**config.mk**
```make
export PLATFORM = sky130hd
export DESIGN_NAME = snd_dma_ctrl
export DESIGN_NICKNAME = d
export VERILOG_FILES = /design/src/rtl/snd_dma_pkg.sv /design/src/rtl/snd_dma_chan.sv /design/src/rtl/snd_dma_ctrl.sv
export SDC_FILE = /design/constraint.sdc
export NUM_CORES = 1
export LEC_CHECK = 0
export CAP_MARGIN = 10
export CORE_MARGIN = 2
export CORE_UTILIZATION = 28
export DETAILED_ROUTE_END_ITERATION = 8
export SKIP_CTS_REPAIR_TIMING = 1
export SYNTH_ARGS = -nofsm -noshare
export SYNTH_HDL_FRONTEND = slang
export SYNTH_SLANG_ARGS = --single-unit
```
**constraint.sdc**
```tcl
create_clock -name clk32 -period 5.2 [get_ports clk32]
set_input_delay 1.3 -clock clk32 [delete_from_list [all_inputs] [get_ports clk32]]
set_output_delay 1.3 -clock clk32 [all_outputs]
set_load 0.05 [all_outputs]
```
**src/rtl/snd_dma_pkg.sv**
```systemverilog
// Shared types and width helpers for the multi-channel sound DMA controller.
package snd_dma_pkg;

  typedef enum logic {
    CH_IDLE = 1'b0,
    CH_RUN  = 1'b1
  } chan_state_t;

  localparam int MAX_CHANNELS = 8;

  function automatic int clog2(input int n);
    int r;
    r = 0;
    for (int i = 0; i < 31; i++) begin
      if ((1 << i) < n) r = i + 1;
    end
    return r;
  endfunction

  // Channel index width; a single channel still gets a one-bit index.
  function automatic int idx_width(input int n);
    return (n > 1) ? clog2(n) : 1;
  endfunction

  localparam int MAX_IDX_W = idx_width(MAX_CHANNELS);

endpackage

```
**src/rtl/snd_dma_chan.sv**
```systemverilog
// One sound DMA channel: frame shadow, word address counter, request credit
// and the IDLE/RUN sequencing with its sint/stoff/ovf flags.
module snd_dma_chan
  import snd_dma_pkg::*;
#(
  parameter int AW           = 21,
  parameter int CREDIT_DEPTH = 4
) (
  input  logic          clk32,
  input  logic          porb,
  input  logic          sndon,
  input  logic          sfrep,
  input  logic [AW-1:0] frame_start,
  input  logic [AW-1:0] frame_end,
  input  logic          sreq,
  input  logic          grant,
  output logic          eligible,
  output logic [AW-1:0] addr,
  output logic          active,
  output logic          sint,
  output logic          stoff,
  output logic          ovf
);

  localparam int            CW          = clog2(CREDIT_DEPTH) + 1;
  localparam logic [CW-1:0] CREDIT_FULL = CW'(CREDIT_DEPTH);

  chan_state_t   state_reg, state_next;
  logic [AW-1:0] cnt_reg, cnt_next;
  logic [AW-1:0] end_reg, end_next;
  logic [AW-1:0] cnt_inc;
  logic [CW-1:0] credit_reg, credit_next;
  logic          hold_reg, hold_next;
  logic          ovf_reg, ovf_next;
  logic          sint_reg, sint_next;
  logic          stoff_reg, stoff_next;
  logic          credit_add;

  assign cnt_inc  = cnt_reg + AW'(1);
  assign eligible = (state_reg == CH_RUN) && sndon && (credit_reg != '0);
  assign addr     = cnt_reg;
  assign active   = (state_reg == CH_RUN);
  assign sint     = sint_reg;
  assign stoff    = stoff_reg;
  assign ovf      = ovf_reg;

  always_ff @(posedge clk32 or negedge porb) begin
    if (!porb) begin
      state_reg  <= CH_IDLE;
      cnt_reg    <= '0;
      end_reg    <= '0;
      credit_reg <= '0;
      hold_reg   <= 1'b0;
      ovf_reg    <= 1'b0;
      sint_reg   <= 1'b0;
      stoff_reg  <= 1'b0;
    end else begin
      state_reg  <= state_next;
      cnt_reg    <= cnt_next;
      end_reg    <= end_next;
      credit_reg <= credit_next;
      hold_reg   <= hold_next;
      ovf_reg    <= ovf_next;
      sint_reg   <= sint_next;
      stoff_reg  <= stoff_next;
    end
  end

  // hold blocks restarting after a stop or reject until sndon has gone low.
  always_comb begin
    state_next  = state_reg;
    cnt_next    = cnt_reg;
    end_next    = end_reg;
    credit_next = credit_reg;
    hold_next   = hold_reg;
    ovf_next    = ovf_reg;
    sint_next   = 1'b0;
    stoff_next  = 1'b0;
    credit_add  = 1'b0;
    case (state_reg)
      CH_IDLE: begin
        credit_next = '0;
        ovf_next    = 1'b0;
        if (!sndon) begin
          hold_next = 1'b0;
        end else if (!hold_reg) begin
          if (frame_start == frame_end) begin
            stoff_next = 1'b1;
            hold_next  = 1'b1;
          end else begin
            state_next = CH_RUN;
            cnt_next   = frame_start;
            end_next   = frame_end;
          end
        end
      end
      CH_RUN: begin
        if (!sndon) begin
          state_next  = CH_IDLE;
          credit_next = '0;
          ovf_next    = 1'b0;
        end else begin
          if (sreq) begin
            if (credit_reg == CREDIT_FULL) ovf_next = 1'b1;
            else credit_add = 1'b1;
          end
          if (credit_add && !grant) credit_next = credit_reg + CW'(1);
          else if (!credit_add && grant) credit_next = credit_reg - CW'(1);
          if (grant) begin
            if (cnt_inc == end_reg) begin
              sint_next = 1'b1;
              if (sfrep && (frame_start != frame_end)) begin
                cnt_next = frame_start;
                end_next = frame_end;
              end else begin
                state_next  = CH_IDLE;
                stoff_next  = 1'b1;
                hold_next   = 1'b1;
                credit_next = '0;
                ovf_next    = 1'b0;
              end
            end else begin
              cnt_next = cnt_inc;
            end
          end
        end
      end
      default: begin
        state_next = CH_IDLE;
      end
    endcase
  end

endmodule

```
**src/rtl/snd_dma_ctrl.sv**
```systemverilog
// Multi-channel sound DMA controller: per-channel frame engines plus a
// round-robin slot arbiter driving the registered fetch address/load path.
module snd_dma_ctrl
  import snd_dma_pkg::*;
#(
  parameter int CHANNELS     = 2,
  parameter int AW           = 21,
  parameter int CREDIT_DEPTH = 4
) (
  input  logic                               clk32,
  input  logic                               porb,
  input  logic                               slot_en,
  input  logic [CHANNELS-1:0]                sndon,
  input  logic [CHANNELS-1:0]                sfrep,
  input  logic [CHANNELS*AW-1:0]             frame_start,
  input  logic [CHANNELS*AW-1:0]             frame_end,
  input  logic [CHANNELS-1:0]                sreq,
  output logic [AW-1:0]                      snd_addr,
  output logic [idx_width(CHANNELS)-1:0]     sch,
  output logic                               sload,
  output logic [CHANNELS-1:0]                active,
  output logic [CHANNELS-1:0]                sint,
  output logic [CHANNELS-1:0]                stoff,
  output logic [CHANNELS-1:0]                ovf
);

  localparam int IW = idx_width(CHANNELS);

  logic [CHANNELS-1:0] eligible;
  logic [CHANNELS-1:0] grant_vec;
  logic [AW-1:0]       chan_addr [CHANNELS];
  logic [IW-1:0]       last_reg;
  logic [IW-1:0]       grant_idx;
  logic [IW:0]         rr_sum;
  logic                grant_any;

  generate
    for (genvar gi = 0; gi < CHANNELS; gi++) begin : g_chan
      snd_dma_chan #(
        .AW           (AW),
        .CREDIT_DEPTH (CREDIT_DEPTH)
      ) u_chan (
        .clk32       (clk32),
        .porb        (porb),
        .sndon       (sndon[gi]),
        .sfrep       (sfrep[gi]),
        .frame_start (frame_start[gi*AW +: AW]),
        .frame_end   (frame_end[gi*AW +: AW]),
        .sreq        (sreq[gi]),
        .grant       (grant_vec[gi]),
        .eligible    (eligible[gi]),
        .addr        (chan_addr[gi]),
        .active      (active[gi]),
        .sint        (sint[gi]),
        .stoff       (stoff[gi]),
        .ovf         (ovf[gi])
      );
    end
  endgenerate

  // Search starts one past the last winner and wraps, so every eligible
  // channel is served within CHANNELS slots.
  always_comb begin
    grant_any = 1'b0;
    grant_idx = '0;
    grant_vec = '0;
    rr_sum    = '0;
    for (int k = 1; k <= CHANNELS; k++) begin
      rr_sum = {1'b0, last_reg} + (IW+1)'(k);
      if (rr_sum >= (IW+1)'(CHANNELS)) rr_sum = rr_sum - (IW+1)'(CHANNELS);
      if (slot_en && !grant_any && eligible[rr_sum[IW-1:0]]) begin
        grant_any = 1'b1;
        grant_idx = rr_sum[IW-1:0];
      end
    end
    if (grant_any) grant_vec[grant_idx] = 1'b1;
  end

  always_ff @(posedge clk32 or negedge porb) begin
    if (!porb) begin
      snd_addr <= '0;
      sch      <= '0;
      sload    <= 1'b0;
      last_reg <= IW'(CHANNELS - 1);
    end else begin
      sload <= grant_any;
      if (grant_any) begin
        snd_addr <= chan_addr[grant_idx];
        sch      <= grant_idx;
        last_reg <= grant_idx;
      end
    end
  end

endmodule

```
==> metrics.log <==
[metrics] run status: completed
[metrics] worst clock skew on the final layout: 0.00867 ns
[metrics] total design power: between 6 and 7 mW
[metrics] startpoint kind of the worst setup timing path: flop
[metrics] critical path start-end classification: flop to flop
[metrics] final HPWL from detailed placement: 22.5 mm
[metrics] Placed Cells incl. Taps: 1485
[metrics] dominant cell type by area after synthesis: sky130_fd_sc_hd__dfrtp_1
[metrics] total detailed-routing wirelength: around 30 mm
[metrics] syn avg cell area: about 8.5 µm²
[metrics] wire length of the first global-routing pass: about 46 mm
[metrics] number of optimization iterations in the first detailed-route pass: 5
[metrics] maximum number of pins on one net before global-route repair: 60
[metrics] primary flip-flop cell chosen by synthesis mapping: sky130_fd_sc_hd__dfrtp_1
[metrics] Fmax achieved: ~230 MHz
[metrics] proportion of netlist area held by the largest area contributor: 0.353
[metrics] number of pins exceeding their max-slew limit in the final report: 0
[metrics] total of max-cap violations: 0
[metrics] number of buffers created by CTS: 17
[metrics] delay of the slowest cell on the worst path: 0.59 ns
[metrics] post-place instance area: 0.0102 mm²
[metrics] Tcrit/Tclk final: 0.818
[metrics] top library cells by usage in the layout, fill and taps aside: 142 x sky130_fd_sc_hd__nand2_1, 123 x sky130_fd_sc_hd__dfrtp_1, 122 x sky130_fd_sc_hd__clkdlybuf4s50_1
[metrics] synthesized netlist cell count: 1024
[metrics] critical-path cell with the highest stage delay: sky130_fd_sc_hd__nor3_1
[metrics] Area Growth Syn to Fin: 25.0%
[metrics] antenna-violating nets left: 0
[metrics] FF+latch area: 0.00310 mm²
[metrics] final net count: ~1.2k
[metrics] clock-pin slew of the registers on the worst-case setup and hold paths: 0.06 ns
[metrics] total of flip-flops plus latches after synthesis: 124
[metrics] height of the chip: 180 µm
[metrics] RSZ-0062 raised after global routing: false
[metrics] actual slew at the worst max-slew pin: 0.846 ns
[metrics] area taken by multi-input logic gates: 0.00503 mm²
[metrics] kind of cell with the highest combined delay on the critical path: simple AND/OR/NAND/NOR gates
[metrics] clock buffer depth: 2
[metrics] Finished Layout Cells: 1517
[metrics] Global Route Usage Sum: 0.182
[metrics] worst flop-to-flop path endpoint: g_chan[1].u_chan.end_reg[15]
[metrics] num ports: 124
[metrics] CTS tree: built
[metrics] flop2flop setup slack: 0.94 ns
[metrics] source of the worst hold timing path: last_reg
[metrics] port buffer count: about 120
[metrics] antenna violations before repair: 0
[metrics] required time of the critical path: 5.51 ns
[metrics] routability congestion estimate from global placement: 0.961
[metrics] power per standard cell area: 627 mW/mm²
[metrics] CTS sink count: approximately 120
[metrics] final routed wire length divided by cell count: between 15 and 20 µm
[metrics] terminating pin of the worst hold path: last_reg
[metrics] fill cell instance count of the final layout: 3119
[metrics] clock period minus final worst setup slack: 4.26 ns
[metrics] Vias/cell: around 5.5
[metrics] number of diodes added for antenna fixing: 0
[metrics] highest net fanout along the worst path: 20
[metrics] starting density of the core: 0.285
[metrics] standby leakage power: 4.35 nW
[metrics] die outline area: around 0.033 mm²
[metrics] count of vias placed by the detailed router: 8287
[metrics] cell type with the highest occurrence count on the critical path: sky130_fd_sc_hd__buf_4
[metrics] startpoint of the worst-slack reg-to-reg timing path: g_chan[1].u_chan.addr[1]
[metrics] hold depth: 2
[metrics] via count of the first global-routing pass: 7914
[metrics] commonest non-fill, non-tap cell in the layout: sky130_fd_sc_hd__nand2_1
[metrics] cell types with the largest area share after synthesis: sky130_fd_sc_hd__dfrtp_1 35%, sky130_fd_sc_hd__xnor2_1 7.8%, sky130_fd_sc_hd__nand2_1 6.1%, sky130_fd_sc_hd__nor2_1 2.8%, sky130_fd_sc_hd__mux2_1 2.5%
[metrics] Rel. slew slack: 0.436
[metrics] Buf+Inv Stages, Crit Path: 2
[metrics] share of cells above drive strength 1: 0.0758
[metrics] endpoint type of the worst setup path: flop
[metrics] post-synthesis cell type count: 86
[metrics] maximum level of the CTS H-tree: 4
[metrics] final standard cell area without fillers: 0.0109 mm²
[metrics] Hold Vio Cnt, Final: 0
[metrics] width of the die: approximately 180 µm
[metrics] number of cells on the worst reg-to-reg path: 11
[metrics] buffer cell driving the clock tree root: sky130_fd_sc_hd__clkbuf_16
[metrics] Ys Warns: 0
[metrics] global route overflow: 0
[metrics] Arrival @ worst endpoint: 4.56 ns
[metrics] Post-Syn Nets: 1125
[metrics] Final Setup Violations: 0
[metrics] Peak supply drop: approximately 0.26 mV
[metrics] Cell Chain, Critical Path: ha_1, nand3_1, nor3_1, o311ai_1, a221oi_1, nand4_1, buf_4, a21o_1, o21ai_2, buf_4, mux2_1
[metrics] area of the placeable core: approximately 0.031 mm²
[metrics] Final TNS setup: 0 ns
[metrics] latest clock arrival within the worst-skew pair: 0.43 ns
[metrics] Netlist Area Pre-Place: 0.00872 mm²
[metrics] worst min-delay path class: flop to flop
[metrics] EDFF count, synth: 0
[metrics] count of unresolved DRC violations after routing: 0
[metrics] number of design-rule violations left by the first detailed-router iteration: 881
[metrics] sequential share of the synthesized area: 0.356
[metrics] share of synthesized registers carrying an async set or reset: 1.00
[metrics] row cnt: 64
worst max-delay path by stage:
stage,startpoint,endpoint,slack (ns),cells after the start
floorplan,sndon[1],g_chan[0].u_chan.addr[0],1.59,10
global placement,sndon[1],g_chan[0].u_chan.addr[12],0.73,9
detailed placement,sndon[1],g_chan[0].u_chan.addr[3],0.65,9
CTS,g_chan[1].u_chan.addr[1],g_chan[1].u_chan.end_reg[15],1.06,11
global route,g_chan[1].u_chan.addr[0],g_chan[1].u_chan.end_reg[8],0.76,11
finish,g_chan[1].u_chan.addr[1],g_chan[1].u_chan.end_reg[15],0.94,11
cells in the mapped netlist (5+ instances only):
cell type	instances
sky130_fd_sc_hd__nand2_1	142
sky130_fd_sc_hd__dfrtp_1	123
sky130_fd_sc_hd__xnor2_1	78
sky130_fd_sc_hd__nor2_1	65
sky130_fd_sc_hd__inv_1	53
sky130_fd_sc_hd__nand3_1	39
sky130_fd_sc_hd__clkbuf_1	37
sky130_fd_sc_hd__o21ai_0	35
sky130_fd_sc_hd__nand4_1	31
sky130_fd_sc_hd__a22oi_1	28
sky130_fd_sc_hd__nor3_1	28
sky130_fd_sc_hd__buf_2	23
sky130_fd_sc_hd__a21oi_1	22
sky130_fd_sc_hd__xor2_1	21
sky130_fd_sc_hd__o22ai_1	20
sky130_fd_sc_hd__mux2_1	19
sky130_fd_sc_hd__nor4_1	19
sky130_fd_sc_hd__a211oi_1	17
sky130_fd_sc_hd__buf_4	16
sky130_fd_sc_hd__o211ai_1	16
sky130_fd_sc_hd__mux2i_1	13
sky130_fd_sc_hd__a31oi_1	10
sky130_fd_sc_hd__and2_1	10
sky130_fd_sc_hd__and3_1	10
sky130_fd_sc_hd__a221oi_1	8
sky130_fd_sc_hd__ha_1	8
sky130_fd_sc_hd__a41oi_1	7
sky130_fd_sc_hd__and4_1	7
sky130_fd_sc_hd__nor2b_1	7
sky130_fd_sc_hd__o31ai_1	7
sky130_fd_sc_hd__or3_1	7
sky130_fd_sc_hd__nor3b_1	6
sky130_fd_sc_hd__a311oi_1	5
sky130_fd_sc_hd__o21a_1	5
layer usage:
layer  vias to the layer above  track usage  wire length (µm)
met3                        42       0.0400              2430
met5                         -            0                 0
met4                         0       0.0558               720
met1                      3995        0.250             13000
met2                       390        0.286             13700
li1                       3860            -                 -
layout make-up:
type / count / share of cell area
sequential: 124 / 0.285
clock inverter: 10 / 0.0170
tap: 396 / 0.0455
inverter: 53 / 0.0183
multi-input combinational: 766 / 0.462
clock buffer: 22 / 0.0435
timing repair buffer: 146 / 0.129
power breakdown:
group / total (mW) / switching, mW / leakage (nW) / internal (mW)
logic: 3.34 / 1.98 / 2.53 / 1.35
registers: 2.14 / 0.739 / 1.50 / 1.40
clock network: 1.35 / 0.459 / 0.321 / 0.890
total: 6.83 / 3.18 / 4.35 / 3.65
worst register-to-register path: cells and delay by family (launching register included):
family / cells / cell delay, ns
multiplexers: 1 / 0.38
adder cells (fa/ha/maj): 1 / 0.33
flip-flops: 1 / 0.49
AND/OR/NAND/NOR: 3 / 1.40
AO/OA/AOI/OAI: 4 / 0.89
buffers and inverters: 2 / 0.66
stage by stage:
stage          worst slack [ns]   util  hold slack (ns)
4_1_cts                    1.06  0.356            0.486
2_1_floorplan              1.59      -            0.440
5_1_grt                   0.758  0.356            0.511
3_5_place_dp              0.648  0.335            0.475
6_report                  0.944  0.356            0.482
3_3_place_gp              0.733  0.335            0.466
logic make-up (layout without fill, tap and decap cells):
group / after synthesis / count (layout) / share of synthesized area
AO/OA/AOI/OAI: 220 / 220 / 0.181
AND/OR/NAND/NOR: 401 / 401 / 0.234
adder cells (fa/ha/maj): 11 / 11 / 0.0149
XOR/XNOR: 99 / 99 / 0.0995
flip-flops: 124 / 124 / 0.356
multiplexers: 35 / 35 / 0.0442
buffers and inverters: 134 / 231 / 0.0696
(Power assumes the default switching activity.)
